### src/rtl/dual_port_bram_request_arbiter.sv
//==============================================================================
// Module   : dual_port_bram_request_arbiter
// Brief    : Round-robin arbiter sharing one BRAM port among NUM_REQ requesters,
//            routing read responses back in issue order via an in-flight ID queue.
//            Optional macro ARB_GRANT_COUNT_EN adds per-requester grant counters.
// Revision : 1.0 - initial release
//==============================================================================
`default_nettype none

module dual_port_bram_request_arbiter #(
    parameter int NUM_REQ         = 2,
    parameter int DATA_WIDTH      = 32,
    parameter int ADDRESS_BITS    = 32,
    parameter int MAX_OUTSTANDING = 2
) (
    input  logic                           clock,
    input  logic                           reset,
    input  logic [NUM_REQ-1:0]             req_read,
    input  logic [NUM_REQ-1:0]             req_write,
    input  logic [NUM_REQ*DATA_WIDTH/8-1:0] req_byte_en,
    input  logic [NUM_REQ*ADDRESS_BITS-1:0] req_address,
    input  logic [NUM_REQ*DATA_WIDTH-1:0]  req_data,
    output logic [NUM_REQ-1:0]             req_ready,
    output logic [NUM_REQ-1:0]             resp_valid,
    output logic [DATA_WIDTH-1:0]          resp_data,
    output logic [ADDRESS_BITS-1:0]        resp_address,
    output logic                           mem_read,
    output logic                           mem_write,
    output logic [DATA_WIDTH/8-1:0]        mem_byte_en,
    output logic [ADDRESS_BITS-1:0]        mem_address,
    output logic [DATA_WIDTH-1:0]          mem_data,
    input  logic [DATA_WIDTH-1:0]          mem_data_in,
    input  logic [ADDRESS_BITS-1:0]        mem_address_in,
    input  logic                           mem_valid,
    input  logic                           mem_ready,
`ifdef ARB_GRANT_COUNT_EN
    output logic [NUM_REQ*16-1:0]          grant_count,
`endif
    output logic                           err_unexpected_resp
);

    localparam int c_BE_W  = DATA_WIDTH / 8;
    localparam int c_ID_W  = (NUM_REQ > 1) ? $clog2(NUM_REQ) : 1;
    localparam int c_QP_W  = (MAX_OUTSTANDING > 1) ? $clog2(MAX_OUTSTANDING) : 1;
    localparam int c_CNT_W = $clog2(MAX_OUTSTANDING + 1);

    localparam logic [c_ID_W:0]    c_NUM_REQ_V = (c_ID_W + 1)'(NUM_REQ);
    localparam logic [c_ID_W-1:0]  c_LAST_ID   = c_ID_W'(NUM_REQ - 1);
    localparam logic [c_QP_W-1:0]  c_Q_LAST    = c_QP_W'(MAX_OUTSTANDING - 1);
    localparam logic [c_CNT_W-1:0] c_Q_FULL    = c_CNT_W'(MAX_OUTSTANDING);

    logic [c_ID_W-1:0]       r_rr_ptr;
    logic [c_ID_W-1:0]       r_id_q [MAX_OUTSTANDING];
    logic [c_QP_W-1:0]       r_head;
    logic [c_QP_W-1:0]       r_tail;
    logic [c_CNT_W-1:0]      r_count;
    logic                    r_err;

    logic [NUM_REQ-1:0]      w_active;
    logic                    w_full;
    logic                    w_empty;
    logic                    w_grant;
    logic [c_ID_W-1:0]       w_gnt_id;
    logic [c_ID_W:0]         w_scan;
    logic                    w_push;
    logic                    w_pop;

    logic [c_BE_W-1:0]       w_be_arr   [NUM_REQ];
    logic [ADDRESS_BITS-1:0] w_addr_arr [NUM_REQ];
    logic [DATA_WIDTH-1:0]   w_data_arr [NUM_REQ];

    generate
        for (genvar gi = 0; gi < NUM_REQ; gi++) begin : g_unpack
            assign w_be_arr[gi]   = req_byte_en[gi*c_BE_W +: c_BE_W];
            assign w_addr_arr[gi] = req_address[gi*ADDRESS_BITS +: ADDRESS_BITS];
            assign w_data_arr[gi] = req_data[gi*DATA_WIDTH +: DATA_WIDTH];
        end
    endgenerate

    assign w_active = req_read | req_write;
    assign w_full   = (r_count == c_Q_FULL);
    assign w_empty  = (r_count == '0);

    // Scan from the round-robin pointer; reads are ineligible while the queue is full.
    always_comb begin
        w_grant  = 1'b0;
        w_gnt_id = '0;
        w_scan   = '0;
        if (mem_ready && !reset) begin
            for (int k = 0; k < NUM_REQ; k++) begin
                w_scan = {1'b0, r_rr_ptr} + (c_ID_W + 1)'(k);
                if (w_scan >= c_NUM_REQ_V) begin
                    w_scan = w_scan - c_NUM_REQ_V;
                end
                if (!w_grant && w_active[w_scan[c_ID_W-1:0]]
                    && !(req_read[w_scan[c_ID_W-1:0]] && w_full)) begin
                    w_grant  = 1'b1;
                    w_gnt_id = w_scan[c_ID_W-1:0];
                end
            end
        end
    end

    assign w_push = w_grant && req_read[w_gnt_id];
    assign w_pop  = mem_valid && !w_empty;

    always_comb begin
        req_ready   = '0;
        mem_read    = 1'b0;
        mem_write   = 1'b0;
        mem_byte_en = '0;
        mem_address = '0;
        mem_data    = '0;
        if (w_grant) begin
            req_ready[w_gnt_id] = 1'b1;
            mem_read            = req_read[w_gnt_id];
            mem_write           = req_write[w_gnt_id];
            mem_byte_en         = w_be_arr[w_gnt_id];
            mem_address         = w_addr_arr[w_gnt_id];
            mem_data            = w_data_arr[w_gnt_id];
        end
    end

    always_comb begin
        resp_valid   = '0;
        resp_data    = '0;
        resp_address = '0;
        if (w_pop) begin
            resp_valid[r_id_q[r_head]] = 1'b1;
            resp_data                  = mem_data_in;
            resp_address               = mem_address_in;
        end
    end

    always_ff @(posedge clock) begin
        if (reset) begin
            r_rr_ptr <= '0;
            r_head   <= '0;
            r_tail   <= '0;
            r_count  <= '0;
            r_err    <= 1'b0;
        end else begin
            if (w_grant) begin
                r_rr_ptr <= (w_gnt_id == c_LAST_ID) ? '0 : w_gnt_id + 1'b1;
            end
            if (w_push) begin
                r_tail <= (r_tail == c_Q_LAST) ? '0 : r_tail + 1'b1;
            end
            if (w_pop) begin
                r_head <= (r_head == c_Q_LAST) ? '0 : r_head + 1'b1;
            end
            case ({w_push, w_pop})
                2'b10:   r_count <= r_count + 1'b1;
                2'b01:   r_count <= r_count - 1'b1;
                default: r_count <= r_count;
            endcase
            if (mem_valid && w_empty) begin
                r_err <= 1'b1;
            end
        end
    end

    // Queue storage carries no reset; occupancy alone defines validity.
    always_ff @(posedge clock) begin
        if (!reset && w_push) begin
            r_id_q[r_tail] <= w_gnt_id;
        end
    end

    assign err_unexpected_resp = r_err;

`ifdef ARB_GRANT_COUNT_EN
    generate
        for (genvar gi = 0; gi < NUM_REQ; gi++) begin : g_grant_cnt
            logic [15:0] r_cnt;
            always_ff @(posedge clock) begin
                if (reset) begin
                    r_cnt <= '0;
                end else if (w_grant && (w_gnt_id == c_ID_W'(gi)) && (r_cnt != 16'hFFFF)) begin
                    r_cnt <= r_cnt + 16'd1;
                end
            end
            assign grant_count[gi*16 +: 16] = r_cnt;
        end
    endgenerate
`endif

endmodule

`default_nettype wire
### config.mk
export PLATFORM = sky130hd
export DESIGN_NAME = dual_port_bram_request_arbiter
export DESIGN_NICKNAME = d
export VERILOG_FILES = /design/src/rtl/dual_port_bram_request_arbiter.sv
export SDC_FILE = /design/constraint.sdc
export NUM_CORES = 1
export LEC_CHECK = 0
export ABC_AREA = 1
export ABC_CLOCK_PERIOD_IN_PS = 2700
export CAP_MARGIN = 30
export CORE_AREA = 2 2 135 137
export CTS_CLUSTER_DIAMETER = 40
export DETAILED_ROUTE_END_ITERATION = 7
export DIE_AREA = 0 0 137 139
export DONT_BUFFER_PORTS = 1
export SLEW_MARGIN = 30
export SYNTH_ARGS = -nofsm -noshare
export SYNTH_HDL_FRONTEND = slang
export SYNTH_SLANG_ARGS = --single-unit
### constraint.sdc
create_clock -name clock -period 2.7 [get_ports clock]
set_clock_uncertainty 0.15 [all_clocks]
set_input_delay 0.54 -clock clock [delete_from_list [all_inputs] [get_ports clock]]
set_output_delay 0.54 -clock clock [all_outputs]
set_load 0.03 [all_outputs]
# == Yosys cells after proc, flatten, opt, wreduce, memory -nomap -nowiden ==
# Memories as Yosys holds them, arrays and structs flattened. A register that Yosys moved wholly into a read port is not among the register bits.
# Index checks and enable logic that the tools add are counted.
# classes
addsub,8
mul,0
n_div,0
order_cmp,9
n_eq_ne,3
shifts,0
muxes,53
bitwise_logic,2
n_reduce_logical,19
# op_table
operator,count
$mux W32,10
$mux W1,34
$mux W4,4
$logic_and A1 B1 Y1,12
$lt A1 B2 Y1 const B,4
$logic_not A1 Y1,5
$eq A2 B2 Y1 const B,2
$ge A2 B2 Y1 const B,2
$mux W2,2
$pmux W2 S2,1
$add A1 B1 Y1 const B,3
$add A1 B1 Y2 const B,1
$add A2 B1 Y2 const B,1
$demux W1 S1,2
$eq A2 B1 Y1 const B,1
$ge A1 B1 Y1 const B,2
$ge A1 B2 Y1 const B,1
$logic_not A2 Y1,1
$not A1 Y2,1
$or A2 B2 Y2,1
$reduce_bool A2 Y1,1
$sub A1 B1 Y1 const B,2
$sub A2 B1 Y2 const B,1
# word_totals
reg_bits,6
latch_bits,0
ramBits,2
mem_bits_ro,0
elab_cells,100
mem_count,1
# mem_list
name,depth,word_bits,rd,rd_ports_with_merged_regs,wr,line_no,text
r_id_q,2,1,1,1,1,53,logic [c_ID_W-1:0] r_id_q [MAX_OUTSTANDING];

# == Longest topological paths before layout ==
# logic_depth
ltp_word,21
ltp_mapped,16
ltp_nobuf,16

# == Least setup slack after synthesis ==
# Ideal clock, no wire load.
# synth_timing
path_type,input port to flip-flop
startpoint,input req_write[1]
endpoint,register r_count[1]
setup_ns,0.122
t_arrival_ns,2.333
setup_slack_ns,0.095
stages,15
cell_sequence,nor2_1 -> nand2_1 -> nand2_1 -> inv_1 -> nand2_1 -> nand3_1 -> nand2_4 -> nand3_1 -> nand2_1 -> inv_1 -> ha_1 -> a21oi_1 -> o21ai_0 -> o21ai_0 -> a21oi_1
# synth_via
elab_chain_len,16
word_cells_on_any_way,23
cone_classes,eq/ne: 2; mux: 14; bitwise: 1; reduce/logical: 6
# synth_lines
element,line_no,text
start: declaration,19,"input logic [NUM_REQ-1:0] req_write,"
$or A2 B2 Y2 (*),80,assign w_active = req_read | req_write;
$mux W1 (not written as such) (2 in a row),95,if (!w_grant && w_active[w_scan[c_ID_W-1:0]]
$logic_and A1 B1 Y1,96,&& !(req_read[w_scan[c_ID_W-1:0]] && w_full)) begin
$mux W1,95,
$mux W1,89,if (mem_ready && !reset) begin
$logic_not A1 Y1,95,
$logic_and A1 B1 Y1,95,
$logic_and A1 B1 Y1,96,
$mux W1,95,
$mux W1,89,
$mux W1 (not written as such) (2 in a row),104,assign w_push = w_grant && req_read[w_gnt_id];
$logic_and A1 B1 Y1 (*),104,
$eq A2 B1 Y1 / $eq A2 B2 Y1 (equally long branches),152,"case ({w_push, w_pop})"
$pmux W2 S2 / $reduce_bool A2 Y1 (equally long branches),-,
end signal: assignment,153,2'b10: r_count <= r_count + 1'b1;
end signal: assignment,154,2'b01: r_count <= r_count - 1'b1;
end signal: assignment,155,default: r_count <= r_count;
end: declaration,56,logic [c_CNT_W-1:0] r_count;
# Mark *: on every way between the ends. The rest lies on a longest branch, timed or not. The select of a mux whose other input is x is not followed.
# A chain may end at the register's enable or synchronous reset.

# == Final worst setup path ==
# layout_timing
startpoint,register r_rr_ptr
endpoint,output mem_data[31]
# layout_via
elab_chain_len,20
word_cells_on_any_way,37
cone_classes,add/sub: 3; order compare: 2; mux: 23; bitwise: 1; reduce/logical: 8
# layout_lines
element,line_no,text
start: declaration,52,logic [c_ID_W-1:0] r_rr_ptr;
start signal: assignment,144,r_rr_ptr <= (w_gnt_id == c_LAST_ID) ? '0 : w_gnt_id + 1'b1;
$ge A1 B2 Y1 / $sub A1 B1 Y1 (equally long branches),"92, 93",
$mux W1,92,if (w_scan >= c_NUM_REQ_V) begin
$mux W1,89,
$mux W1 (not written as such) (2 in a row),96,
$logic_and A1 B1 Y1,96,
$logic_not A1 Y1,96,
$logic_and A1 B1 Y1,96,
$mux W1,95,
$mux W1,89,
$logic_not A1 Y1,95,
$logic_and A1 B1 Y1,95,
$logic_and A1 B1 Y1,96,
$mux W1,95,
$mux W1,89,
$not A1 Y2 (not written as such),120,mem_data = w_data_arr[w_gnt_id];
$mux W32 (not written as such) (3 in a row),120,
$mux W32 (*),114,if (w_grant) begin
end: declaration,31,"output logic [DATA_WIDTH-1:0] mem_data,"
# Marks and branches as above.

==> reports/metrics.csv <==
metric,value,unit
status,finished clean,
Final setup violation count,0,
Worst slew margin,0.578,
initial antenna violation count,1,
Total Power,1.65,mW
Crit Path Max Fanout,26,
maxcap violations,0,
H-tree depth,1,
Hold Fails Final Rpt,0,
Core ar.,17700,um2
design area,3970,um2
share of the yosys chip area belonging to registers,0.0988,
setup ws final,0.0580,ns
CP Launch Type,register,
LEAKAGE,2.11,nW
CP Class,reg2out,
non-filler instance count after layout,759,
"Reg clk slew, reported paths",0.04,ns
combinational power share,0.738,
Pwr Density,415,nW/um2
worst-skew pair later-pin latency,0.23,ns
root buf cell,clkbuf_16,
Least-Margin Pin Slew,0.631,ns
DRC,0,
Max Slew Vio Count,0,
CTS tree,built,
Routed WL,14.0,mm
# IOs,347,
RSZ-0062 raised after global routing,true,
total number of vias,3178,
Reg area,206,um2
vias per inst,4.19,
Synth Net Count,657,
area of the multi-input gates,1650,um2
area post-placement,3360,um2
first-pass GRT wire length,18.3,mm
"Distinct cells, synth",19,
Synth top area share,0.293,
gp weighted congestion,0.871,
warnings from Yosys,0,
DRC marker count from the first detailed-route iteration,91,
Die X,137,um
Max VDD drop,0.117,mV
post-route antenna net violation count,0,
PortBufs,0,
largest net degree at the start of global routing,66,
largest cells by area after synthesis,"nand2_1, nand3_1, nor2_1",
Placed Instances,741,
# fillers,2030,
CP Data Required Time,2.01,ns
part of the cycle the worst path needs,0.979,
layout net count,739,
die height,139,um
"worst slack, placed",-0.0749,ns
leading area contributor after synthesis,nand2_1,
Critical R2R Launch,r_rr_ptr,
Switching Fraction,0.519,
Area Growth Syn to Fin,96.2,%
vias in the first global route,3052,
mapped cell area,2030,um2
Cell Int Power,793,uW
Cell Rows,49,
Critical path origin,r_rr_ptr,
HPWL Detailed,11.0,mm
CTS Sinks,9,
overflow left after global routing,0,
Hold Path Class,in2reg,
shortest period the worst path allows,2.64,ns
crit path capture type,output pin,
Clk pwr share,0.157,
Starting Density,0.115,
die area,19000,um2
cts hold-fix bufs,0,
Synth Instances,448,
Max Fclk,379,MHz
setup_tns,0,ns
Seq cells post-synth,9,
TritonRoute pass-1 iters,4,
Flop pwr share,0.105,
NetSw,857,uW
global-route usage over all layers,0.131,
routed len/inst,18.4,um
Syn Area/Cell,4.52,um2
cts bufs inserted,3,
hold path startpoint,reset,
WP data arrival,1.95,ns
layout cells sized above 1,0.361,
clock buffer depth,2,
## repair_timing
item | CTS | global route
pin swaps | 4 | 20
gates resized for setup | 50 | 62
endpoints found under the hold margin | 0 | 0
setup buffers | 8 | 3
cloned | 5 | 2
setup endpoints to repair | 58 | 69
## power by group through the flow
| stage | sequential (mW) | combinational, mW | clock (mW) |
|---|---|---|---|
| final | 0.173 | 1.22 | 0.259 |
| after global routing | 0.176 | 1.30 | 0.272 |
| after CTS | 0.173 | 1.22 | 0.265 |
| after detailed placement | 0.172 | 1.10 | 0 |
| after global placement | 0.172 | 1.10 | 0 |
| after floorplan | 0.170 | 0.669 | 0 |
## layer usage
layer,share of wire,up-vias,track usage
met4,0.045,0,0.0543
li1,-,1503,-
met5,0,-,0
met2,0.53,229,0.253
met1,0.34,1417,0.133
met3,0.084,29,0.0285
## logic make-up after synthesis
| group | Yosys count | synth area share |
|---|---|---|
| adders and majority gates | 1 | 0.00618 |
| DFF | 9 | 0.0988 |
| AOI/OAI and AO/OA | 13 | 0.0327 |
| and+or+nand+nor | 317 | 0.651 |
| buffers and inverters | 108 | 0.211 |
## cell type report
type,count,share of cell area
Multi-Input combinational cell,331,0.415
Timing Repair Buffer,105,0.364
Inverter,80,0.0768
Tap cell,229,0.0721
Sequential cell,9,0.0520
Clock buffer,4,0.0198
Antenna cell,1,0.000630
## placed cells by master, fill, tap and decap left out, drive strengths merged
cell type and count:
clkbuf 6, o21ai 6, edfxtp 2, nand4 1
a21oi 6, dfxtp 7, diode 1, nand3 76
nor2 81, ha 1, buf 103, a31oi 1
nand2 159, inv 80
## worst paths after layout
| kind | end | slack [ns] | cells after the start |
|---|---|---|---|
| worst max register to register | r_count[1] | 0.43 | 15 |
| worst min-delay path | r_rr_ptr | 0.21 | 1 |
| worst max-delay path | mem_data[31] | 0.06 | 12 |
| worst min register to register | r_head | 0.30 | 1 |
## through the flow
step	util	hold slack (ns)
finish	0.225	0.215
global route	0.225	0.218
CTS	0.217	0.210
detailed placement	0.190	0.297
global placement	0.190	0.296
floorplan	-	0.275
## worst max-delay path: stages, from the launching register on
cell	delay (ns)
dfxtp_4	0.36
inv_4	0.08
nand2_1	0.07
nand2_2	0.10
inv_1	0.05
nand2_2	0.08
nand3_2	0.10
nand2_4	0.15
buf_4	0.14
buf_12	0.17
nand3_1	0.14
nand2_1	0.14
buf_12	0.13
## synth_stat cells
master	count
buf_2	6
nand2_1	158
clkbuf_1	12
buf_4	4
nand4_1	1
nand3_1	76
nand2_4	1
buf_1	6
a31oi_1	1
o21ai_0	6
nor2_4	1
dfxtp_1	7
inv_1	78
inv_2	2
nor2_8	1
edfxtp_1	2
ha_1	1
nor2_1	79
a21oi_1	6
(Power assumes the default switching activity.)
